$ cat config.mk
export PLATFORM = sky130hd
export DESIGN_NAME = fpu_issue
export DESIGN_NICKNAME = d
export VERILOG_FILES = /design/src/rtl/fpu_issue.sv
export SDC_FILE = /design/constraint.sdc
export NUM_CORES = 1
export LEC_CHECK = 0
export BUFFER_PORTS_ARGS = -buffer_cell sky130_fd_sc_hd__buf_2
export CORE_UTILIZATION = 40
export DETAILED_ROUTE_END_ITERATION = 7
export HOLD_SLACK_MARGIN = 0.03
export PLACE_DENSITY = 0.81
export SYNTH_ARGS = -nofsm -noshare
export SYNTH_HDL_FRONTEND = slang
export SYNTH_SLANG_ARGS = --single-unit
$ cat constraint.sdc
create_clock -name CLK -period 2.3 [get_ports CLK]
set_input_delay 0.115 -clock CLK [delete_from_list [all_inputs] [get_ports CLK]]
set_output_delay 0.115 -clock CLK [all_outputs]
set_load 0.02 [all_outputs]
$ cat src/rtl/fpu_issue.sv
// Single-outstanding FP issue stage: latches a decode request, pulses it into the FPU,
// holds operator/operands until the result returns, then emits a one-cycle writeback.
module fpu_issue #(
    parameter int TIMEOUT = 63,
    parameter int RD_W    = 5
) (
    input  logic            CLK,
    input  logic            RESET,
    input  logic            req_valid,
    output logic            req_ready,
    input  logic [2:0]      req_op,
    input  logic [RD_W-1:0] req_rd,
    input  logic [31:0]     req_a,
    input  logic [31:0]     req_b,
    output logic            fpu_in_valid,
    output logic [2:0]      fpu_operator,
    output logic [31:0]     fpu_a,
    output logic [31:0]     fpu_b,
    input  logic            fpu_result_valid,
    input  logic [31:0]     fpu_c,
    output logic            wb_valid,
    output logic [RD_W-1:0] wb_rd,
    output logic [31:0]     wb_data,
    output logic            busy,
    output logic            err_illegal,
    output logic            err_timeout
);
    localparam logic [1:0] S_IDLE  = 2'd0;
    localparam logic [1:0] S_ISSUE = 2'd1;
    localparam logic [1:0] S_WAIT  = 2'd2;
    localparam logic [1:0] S_WB    = 2'd3;
    localparam logic [2:0] OP_MAX  = 3'd4;
    localparam logic [7:0] CNT_END = 8'(TIMEOUT - 1);

    logic [1:0]      state;
    logic [7:0]      cnt;
    logic [RD_W-1:0] rd_q;

    assign req_ready = (state == S_IDLE);
    assign busy      = (state != S_IDLE);

    // The FPU picks its result by fpu_operator, so operator/operands are only
    // written on an accepted legal request and otherwise held.
    always_ff @(posedge CLK or negedge RESET) begin
        if (!RESET) begin
            state        <= S_IDLE;
            cnt          <= '0;
            rd_q         <= '0;
            fpu_in_valid <= 1'b0;
            fpu_operator <= '0;
            fpu_a        <= '0;
            fpu_b        <= '0;
            wb_valid     <= 1'b0;
            wb_rd        <= '0;
            wb_data      <= '0;
            err_illegal  <= 1'b0;
            err_timeout  <= 1'b0;
        end else begin
            fpu_in_valid <= 1'b0;
            wb_valid     <= 1'b0;
            err_illegal  <= 1'b0;
            err_timeout  <= 1'b0;
            case (state)
                S_IDLE: begin
                    if (req_valid) begin
                        if (req_op <= OP_MAX) begin
                            fpu_operator <= req_op;
                            fpu_a        <= req_a;
                            fpu_b        <= req_b;
                            rd_q         <= req_rd;
                            fpu_in_valid <= 1'b1;
                            state        <= S_ISSUE;
                        end else begin
                            err_illegal <= 1'b1;
                        end
                    end
                end
                // A result strobe seen here belongs to nothing we issued.
                S_ISSUE: begin
                    cnt   <= '0;
                    state <= S_WAIT;
                end
                S_WAIT: begin
                    if (fpu_result_valid) begin
                        wb_valid <= 1'b1;
                        wb_data  <= fpu_c;
                        wb_rd    <= rd_q;
                        state    <= S_WB;
                    end else if (cnt == CNT_END) begin
                        err_timeout <= 1'b1;
                        state       <= S_IDLE;
                    end else begin
                        cnt <= cnt + 8'd1;
                    end
                end
                S_WB:    state <= S_IDLE;
                default: state <= S_IDLE;
            endcase
        end
    end
endmodule
; ---- After elaboration in Yosys (flattened, before gate mapping)
; Cells that the tools add are included.
[word_totals]
register_bits = 123
input_bits = 108
out_inout_bits = 110
wordCells = 49
[op_classes]
addsub = 1
magnitude_cmp = 1
n_eq_ne = 9
mux = 19
n_reduce_logical = 7
[op_table]
columns = op, count
row1 = two-way mux 8 bit, 2
row2 = case mux 8 bit (2 select lines), 1
row3 = two-way mux 1 bit, 11
row4 = AND reduction 3 bit, 3
row5 = adder 8 x 1 -> 8 bit (second input constant), 1
row6 = == test 8 x 6 -> 1 bit (second input constant), 1
row7 = two-way mux 2 bit, 4
row8 = case mux 2 bit (4 select lines), 1
row9 = != test 2 bit (second input constant), 3
row10 = == test 2 bit (second input constant), 2
row11 = nonzero test 2 bit, 2
row12 = less-or-equal comparator 3 bit (second input constant), 1
row13 = != test 3 bit (second input constant), 1
row14 = == test 2 x 1 -> 1 bit (second input constant), 1
row15 = zero test 2 bit, 1
row16 = != test 2 x 1 -> 1 bit (second input constant), 1
row17 = AND reduction 2 bit, 1

; ---- Depth between registers and ports, before layout
; Gate-level depths: netlist (run 1).
[logic_depth]
word_depth = 4
depth_mapped = 6
depth_no_buf = 5

; ---- Least setup slack after synthesis (run 1)
; No wires, ideal clock.
[synth_timing]
path_type = reg2reg
start = reg state[0]
end = reg fpu_a[0]
setup_time_ns = 0.125
t_arrival_ns = 1.732
t_required_ns = 2.175
path_slack_ns = 0.443
stages_incl_launch_ff = 6
path_buffers = 1
period_less_slack_ns = 1.857
cell_sequence = dfrtp_1 > nor2_1 > nand3_1 > inv_2 > buf_6 > mux2_2
[synth_between]
elab_chain_cells = 2
[synth_rtl]
columns = item, line
row1 = start: declaration, 35  ; logic [1:0] state;
row2 = start signal: assignment, 46  ; state <= S_IDLE;
row3 = start signal: assignment, 72  ; state <= S_ISSUE;
row4 = start signal: assignment, 81  ; state <= S_WAIT;
row5 = zero test 2 bit, --
row6 = net req_ready, 10  ; output logic req_ready,
row7 = AND reduction 3 bit (no source line), --
row8 = end signal: assignment, 68  ; fpu_a <= req_a;
row9 = end: declaration, 17  ; output logic [31:0] fpu_a,
; The timed path passes the listed nets, and every way through them passes these cells.
; A chain may end at the register's enable or synchronous reset.

; ---- Worst setup path after layout (run 1)
[layout_timing]
start = reg state[0]
end = reg fpu_operator[2]
[layout_between]
elab_chain_cells = 2
[layout_rtl]
columns = item, line
row1 = zero test 2 bit, 63  ; case (state)
row2 = AND reduction 3 bit (no source line), --
row3 = end signal: assignment, 67  ; fpu_operator <= req_op;
row4 = end: declaration, 16  ; output logic [2:0] fpu_operator,
; Every way passes these cells.

==> results.tsv, run 1 <==
metric	value	unit
placed instance area	5990	um2
antenna viol nets, final	0	
CTS Sinks	123	
clk_lat worst skew	410	ps
first-pass GRT wire length	20700	um
slew margin rel.	0.613	
routed wire length	12600	um
Avg Vias per Cell	4.84	
Chip Height	111	um
RSZ-0062 raised after global routing	false	
number of DRC markers in iteration 0	99	
Crit path max-delay family	buffers and inverters	
NumNets Final	743	
number of cell rows	39	
outcome	complete, no violations	
post-route cell area	7650	um2
crit path cell chain	nor2_1 > nand3_1 > inv_2 > buf_12 > o22a_1 > dlygate4sd3_1	
Max Slew Vio Count	0	
syn nets	408	
Critical Path Start Type	flip-flop	
Die Area	12300	um2
Setup violations, final	0	
clk slew on worst S/H paths	50	ps
cts repair resizes	0	
fraction of layout cells with a size suffix above 1	0.564	
Worst-Margin Slew	579	ps
fraction of the yosys area taken by sequential cells	0.649	
drt wl/cell	15.9	um
pin count of the biggest net entering global routing	65	
CTS Buffer Depth	2	
register bit total from synthesis	123	
post-CTS setup buffer count	0	
GR Overflow Total	0	
initial antenna violation count	1	
Routability Congestion	0.804	
slowest CP cell	dlygate4sd3_1	
static leakage	0.00371	uW
io pins	218	
# DRC	0	
H-tree depth	4	
mapped cell area	4750	um2
Synth cell types	28	
Die X	111	um
DP HPWL	7120	um
vias in the first global route	4275	
fin cells	789	
GRT Overall Usage	0.217	
area grow syn2layout	61.2	%
CTS Buf Count	17	
final hold vios	0	
Power Dens Cells	1390	nW/um2
via count	3818	
CTS Root Cell	clkbuf_16	
First-pass DRT Iterations	4	
Worst setup EP type	flip-flop	
Starting Density	0.414	
Avg Synthesized Cell Area	15.9	um2
Setup TNS	0	ps
final worst path period need	2110	ps
Peak VDD IR	0.919	mV
HP Class	in -> reg	
DP Cell Count	650	
Yosys warning count	0	
Max stage delay on crit path	530	ps
fin crit share	0.915	
Std-Cell Core Area	11500	um2
crit path kind	reg -> reg	
CTS Hold Bufs	107	
WP buf/inv	3	
fmax	475	MHz
MaxCap Viol Count	0	
CP max FO	51	
Arrival @ worst endpoint	2440	ps
clk_skew	8.81	ps
IO buf count	217	
CTS tree	built	
Post-Syn Instances	298	
CP Data Required Time	2640	ps
[Yosys cell counts]
master / n / area share
o21ai_0: 1 / 0.0011
nand2_1: 10 / 0.0079
clkbuf_1: 1 / 0.00079
or3b_2: 1 / 0.0018
nor3b_1: 2 / 0.0032
o22a_1: 1 / 0.0018
ha_1: 2 / 0.0053
a21oi_1: 1 / 0.0011
or3b_4: 1 / 0.0024
or4_1: 1 / 0.0016
or2_2: 1 / 0.0013
dfrtp_1: 123 / 0.65
buf_2: 4 / 0.0042
mux2_2: 108 / 0.26
inv_1: 5 / 0.0040
mux2i_1: 5 / 0.011
and3_1: 2 / 0.0026
nor2_1: 3 / 0.0024
o41ai_1: 2 / 0.0037
nand2b_1: 1 / 0.0013
o21ai_1: 1 / 0.0011
nand3_1: 4 / 0.0042
nand4_1: 1 / 0.0013
o311ai_0: 3 / 0.0055
buf_6: 7 / 0.017
inv_2: 1 / 0.00079
o211ai_1: 5 / 0.0079
buf_1: 1 / 0.00079
[cell usage in the layout (no fill, tap or decap), types with 3 or more instances in the layout]
cell type      netlist  layout
o311ai_0             3       3
dfrtp_1            123     123
clkbuf_16            0      17
nand2_1             10      10
mux2i_1              5       5
dlygate4sd3_1        0     107
buf_2                4     216
clkinv_2             0       4
mux2_2             108     108
buf_4                0       3
buf_12               0       3
clkbuf_8             0       5
nand3_1              4       3
inv_1                5       5
nor2_1               3       3
o211ai_1             5       5
[final timing paths]
check                                  from               to  slack [ps]  cells after the start
min reg2reg                        fpu_a[3]         fpu_a[3]         500                      1
max in group asynchronous             RESET         wb_rd[1]        1370                      3
max                                state[0]  fpu_operator[2]         190                      6
min                        fpu_result_valid         state[1]         100                      3
max reg2reg                        state[0]  fpu_operator[2]         190                      6
min in group asynchronous             RESET         fpu_a[3]         230                      2
[cells by family (layout without fill, tap and decap cells)]
| family | after synthesis | in the layout | synth area share |
|---|---|---|---|
| mux | 113 | 113 | 0.267 |
| buf+inv | 19 | 366 | 0.0272 |
| other cells | 0 | 1 | 0 |
| simple gates | 27 | 27 | 0.0301 |
| compound gates | 14 | 14 | 0.0221 |
| fa+ha+maj | 2 | 2 | 0.00527 |
| flops | 123 | 123 | 0.649 |
[state kept, by name, indices dropped and copies added, names as in the netlist]
| register | count |
|---|---|
| fpu_operator | 3 |
| wb_valid | 1 |
| err_illegal | 1 |
| fpu_in_valid | 1 |
| wb_rd | 5 |
| rd_q | 5 |
| fpu_b | 32 |
| state | 2 |
| wb_data | 32 |
| err_timeout | 1 |
| fpu_a | 32 |
| cnt | 8 |
[stage by stage]
step | power [uW] | hold WS (ps) | utilization | setup slack (ps)
floorplan | 6400 | -181 | - | 443
global route | 11200 | 133 | 0.667 | 41.4
global placement | 7660 | 108 | 0.522 | 566
detailed placement | 7830 | 125 | 0.522 | 499
CTS | 10600 | 80.8 | 0.667 | 230
finish | 10600 | 99.0 | 0.667 | 195
[worst reg2reg max path: stages (launching register included)]
cell and delay, ps:
dfrtp_1 420, nor2_1 270, nand3_1 240, inv_2 140, buf_12 260, o22a_1 190
dlygate4sd3_1 530
[power breakdown]
part | internal (uW) | switching, uW
Clock | 1720 | 896
Combinational | 1870 | 2360
Sequential | 3220 | 567
Total | 6820 | 3830
[routing by layer]
layer	GRT usage	part of all wire
met5	0	0
met3	0.0640	0.057
met2	0.402	0.56
met4	0.112	0.027
met1	0.217	0.36
[layout make-up]
cell class              instances  area (um2)
diodes                          1        2.50
clock buffers                  24         502
clock inverters                 7        87.6
fillers                       785        3820
inverters                       6        22.5
multi-input cells             156        1540
flip-flops and latches        123        3080
well taps                     143         179
repair buffers                329        2230
No activity file was read; power rests on OpenSTA's default activity.
==> inputs of run 2 (changes only) <==
--- a/config.mk
+++ b/config.mk
@@ -5,7 +5,9 @@
 export SDC_FILE = /design/constraint.sdc
 export NUM_CORES = 1
 export LEC_CHECK = 0
+export ABC_AREA = 1
 export BUFFER_PORTS_ARGS = -buffer_cell sky130_fd_sc_hd__buf_2
+export CORE_MARGIN = 2
 export CORE_UTILIZATION = 40
 export DETAILED_ROUTE_END_ITERATION = 7
 export HOLD_SLACK_MARGIN = 0.03
==> results.tsv, run 2 <==
metric	value	unit	change
outcome	complete, no violations		unchanged
Synth Area in Compound Gates	0.00881		was 0.0221
Routability Congestion	0.793		was 0.804
# DRC	0		unchanged
slowest CP cell	buf_4		was dlygate4sd3_1
WP buf/inv	2		was 3
crit path cell chain	inv_2 > nand2_2 > nor2_2 > nand2_2 > buf_4 > nand2_1 > nand2_1		was nor2_1 > nand3_1 > inv_2 > buf_12 > o22a_1 > dlygate4sd3_1
drt wl/cell	14.1	um	was 15.9 um
Worst-Margin Slew	745	ps	was 579 ps
GR Overflow Total	0		unchanged
Arrival @ worst endpoint	1990	ps	was 2440 ps
NumNets Final	982		was 743
pin count of the biggest net entering global routing	73		was 65
H-tree depth	4		unchanged
final hold vios	0		unchanged
EDFF count, synth	0		unchanged
Chip Height	114	um	was 111 um
Synth area leaders	dfrtp_1 (64%), nand2_1 (27%), buf_4 (1.6%), nand3_1 (1.2%), buf_2 (1.0%)		was dfrtp_1 (65%), mux2_2 (26%), buf_6 (1.7%), mux2i_1 (1.1%), nand2_1 (0.79%)
fraction of registers with async set/reset	1.00		unchanged
Die Area	13000	um2	was 12,300 um2
GRT Overall Usage	0.226		was 0.217
FF-to-FF path depth	7		was 6
internal power	6110	uW	was 6820 uW
Commonest cells post-synth	nand2_1 (342), dfrtp_1 (123), nand3_1 (12)		was dfrtp_1 (123), mux2_2 (108), nand2_1 (10)
Die X	114	um	was 111 um
static leakage	0.00437	uW	was 0.00371 uW
fraction of the yosys area taken by sequential cells	0.637		was 0.649
CTS Sinks	123		unchanged
met1 usage	0.254		was 0.217
Peak VDD IR	0.663	mV	was 0.919 mV
First-pass DRT Iterations	7		was 4
switching power	4010	uW	was 3830 uW
most frequent cells in the layout	nand2_1 (342), buf_2 (216), dfrtp_1 (123)		was buf_2 (216), dfrtp_1 (123), mux2_2 (108)
cell with the most instances after synthesis	nand2_1		was dfrtp_1
clk_skew	7.12	ps	was 8.81 ps
register bit total from synthesis	123		unchanged
area grow syn2layout	58.9	%	was 61.2%
CTS Buffer Depth	2		unchanged
clk slew on worst S/H paths	50	ps	about the same
post-synth top area cell	dfrtp_1		unchanged
fmax	603	MHz	was 475 MHz
Power Dens Cells	1320	nW/um2	was 1390 nW/um2
first-pass GRT wire length	22700	um	was 20,700 um
Post-Synth Adder-Cell Area	0.00518		was 0.00527
CTS Root Cell	clkbuf_16		unchanged
Pwr Total	10100	uW	was 10,600 uW
via count	4767		was 3,818
io pins	218		unchanged
register area	3080	um2	unchanged
routed wire length	14500	um	was 12,600 um
Setup violations, final	0		unchanged
sw frac	0.396		was 0.359
mapped cell area	4830	um2	was 4750 um2
Top Registers	fpu_a (32), fpu_b (32), wb_data (32)		unchanged
Antenna diodes	0		was 1
Yosys warning count	0		unchanged
FF-to-FF End	fpu_b[5]		was fpu_operator[2]
FF-to-FF Start	state[1]		was state[0]
placed instance area	6020	um2	was 5990 um2
initial antenna violation count	0		was 1
MaxCap Viol Count	0		unchanged
multi-input logic area	1540	um2	about the same
GR Layer Usage met2	0.386		was 0.402
IO buf count	217		unchanged
Critical path origin	state[1]		was state[0]
CTS Buf Count	17		unchanged
Simple-Gate Fraction of Synth Area	0.298		was 0.0301
fin crit share	0.721		was 0.915
CP Data Required Time	2630	ps	was 2640 ps
Logic pwr share	0.385		was 0.398
number of DRC markers in iteration 0	315		was 99
Post-Route Utilization	0.644		was 0.667
post-synth top area share	0.637		was 0.649
RSZ-0062 raised after global routing	false		unchanged
HP Class	in -> async		was in -> reg
slack of the worst reg-to-reg path	640	ps	was 190 ps
Post-Synth XOR/XNOR Area	0.00725		was 0
Std-Cell Core Area	11900	um2	was 11,500 um2
post-synthesis mux area share	0		was 0.267
vias in the first global route	4794		was 4,275
syn nets	656		was 408
CTS tree	built		unchanged
slew margin rel.	0.503		was 0.613
DP HPWL	7910	um	was 7120 um
Avg Vias per Cell	4.62		was 4.84
post-CTS setup buffer count	0		unchanged
CP max FO	72		was 51
Reg power frac	0.358		was 0.356
crit path kind	reg -> reg		unchanged
final worst path period need	1660	ps	was 2110 ps
CTS Hold Bufs	107		unchanged
GR Util met3	0.0755		was 0.0640
number of cell rows	40		was 39
Setup TNS	0	ps	unchanged
Critical Path Start Type	flip-flop		unchanged
clock network power share	0.257		was 0.246
Starting Density	0.405		was 0.414
most common cell after layout, fill and taps aside	nand2_1		was buf_2
Post-Syn Instances	546		was 298
Avg Synthesized Cell Area	8.85	um2	was 15.9 um2
Max Slew Vio Count	0		unchanged
Crit path max-delay family	buffers and inverters		unchanged
fraction of layout cells with a size suffix above 1	0.298		was 0.564
Fillers	922		was 785
cts repair resizes	0		unchanged
post-route cell area	7670	um2	was 7650 um2
Max stage delay on crit path	570	ps	was 530 ps
Worst setup EP type	flip-flop		unchanged
ys flop type	dfrtp_1		unchanged
largest family of logic cells by synthesized area	simple AND/OR/NAND/NOR gates		was multiplexers
Synth cell types	24		was 28
clk_lat worst skew	400	ps	was 410 ps
antenna viol nets, final	0		unchanged
Top Usage Layer GRT	met2		unchanged
==> run 2: routing by layer <==
metal	wire length, um	vias to the layer above
met5	0	-
met4	425	0
met3	1120	36
met2	7180	231
met1	5780	2192
li1	-	2308
==> run 2: worst reg2reg max path: stages (launching register included) <==
cell and delay, ps:
dfrtp_1 370, inv_2 40, nand2_2 120, nor2_2 50
nand2_2 80, buf_4 570, nand2_1 220, nand2_1 130
==> run 2: power by group through the flow <==
stage          sequential, uW  combinational (uW)  clock [uW]
4_1_cts                  3600                3840        2650
2_1_floorplan            4680                1280           0
3_3_place_gp             3610                3590           0
6_report                 3620                3900        2600
3_5_place_dp             3590                3720           0
5_1_grt                  3730                4250        2770
==> run 2: worst max path at each step <==
stage,endpoint,depth (start not counted)
after global routing,fpu_b[9],7
after detailed placement,fpu_b[5],7
after floorplan,cnt[2],9
after CTS,fpu_a[27],7
after global placement,rd_q[0],7
final,fpu_b[5],7
==> run 2: cell families after synthesis <==
family                   Yosys count
flip-flops                       123
XOR/XNOR                           4
adder cells (fa/ha/maj)            2
buffers and inverters             38
AO/OA/AOI/OAI                      8
AND/OR/NAND/NOR                  371
==> run 2: layout make-up <==
type / count / share of cell area
clock inverter: 7 / 0.0114
inverter: 15 / 0.00766
tap: 147 / 0.0240
sequential: 123 / 0.401
multi-input combinational: 385 / 0.201
clock buffer: 25 / 0.0646
timing repair buffer: 330 / 0.291
==> run 2: metrics by stage <==
stage	setup WS, ps	hold slack, ps	std cells
3_3_place_gp	799	131	893
6_report	642	250	1032
3_5_place_dp	755	141	893
5_1_grt	519	292	1032
2_1_floorplan	1100	-181	546
4_1_cts	732	249	1032
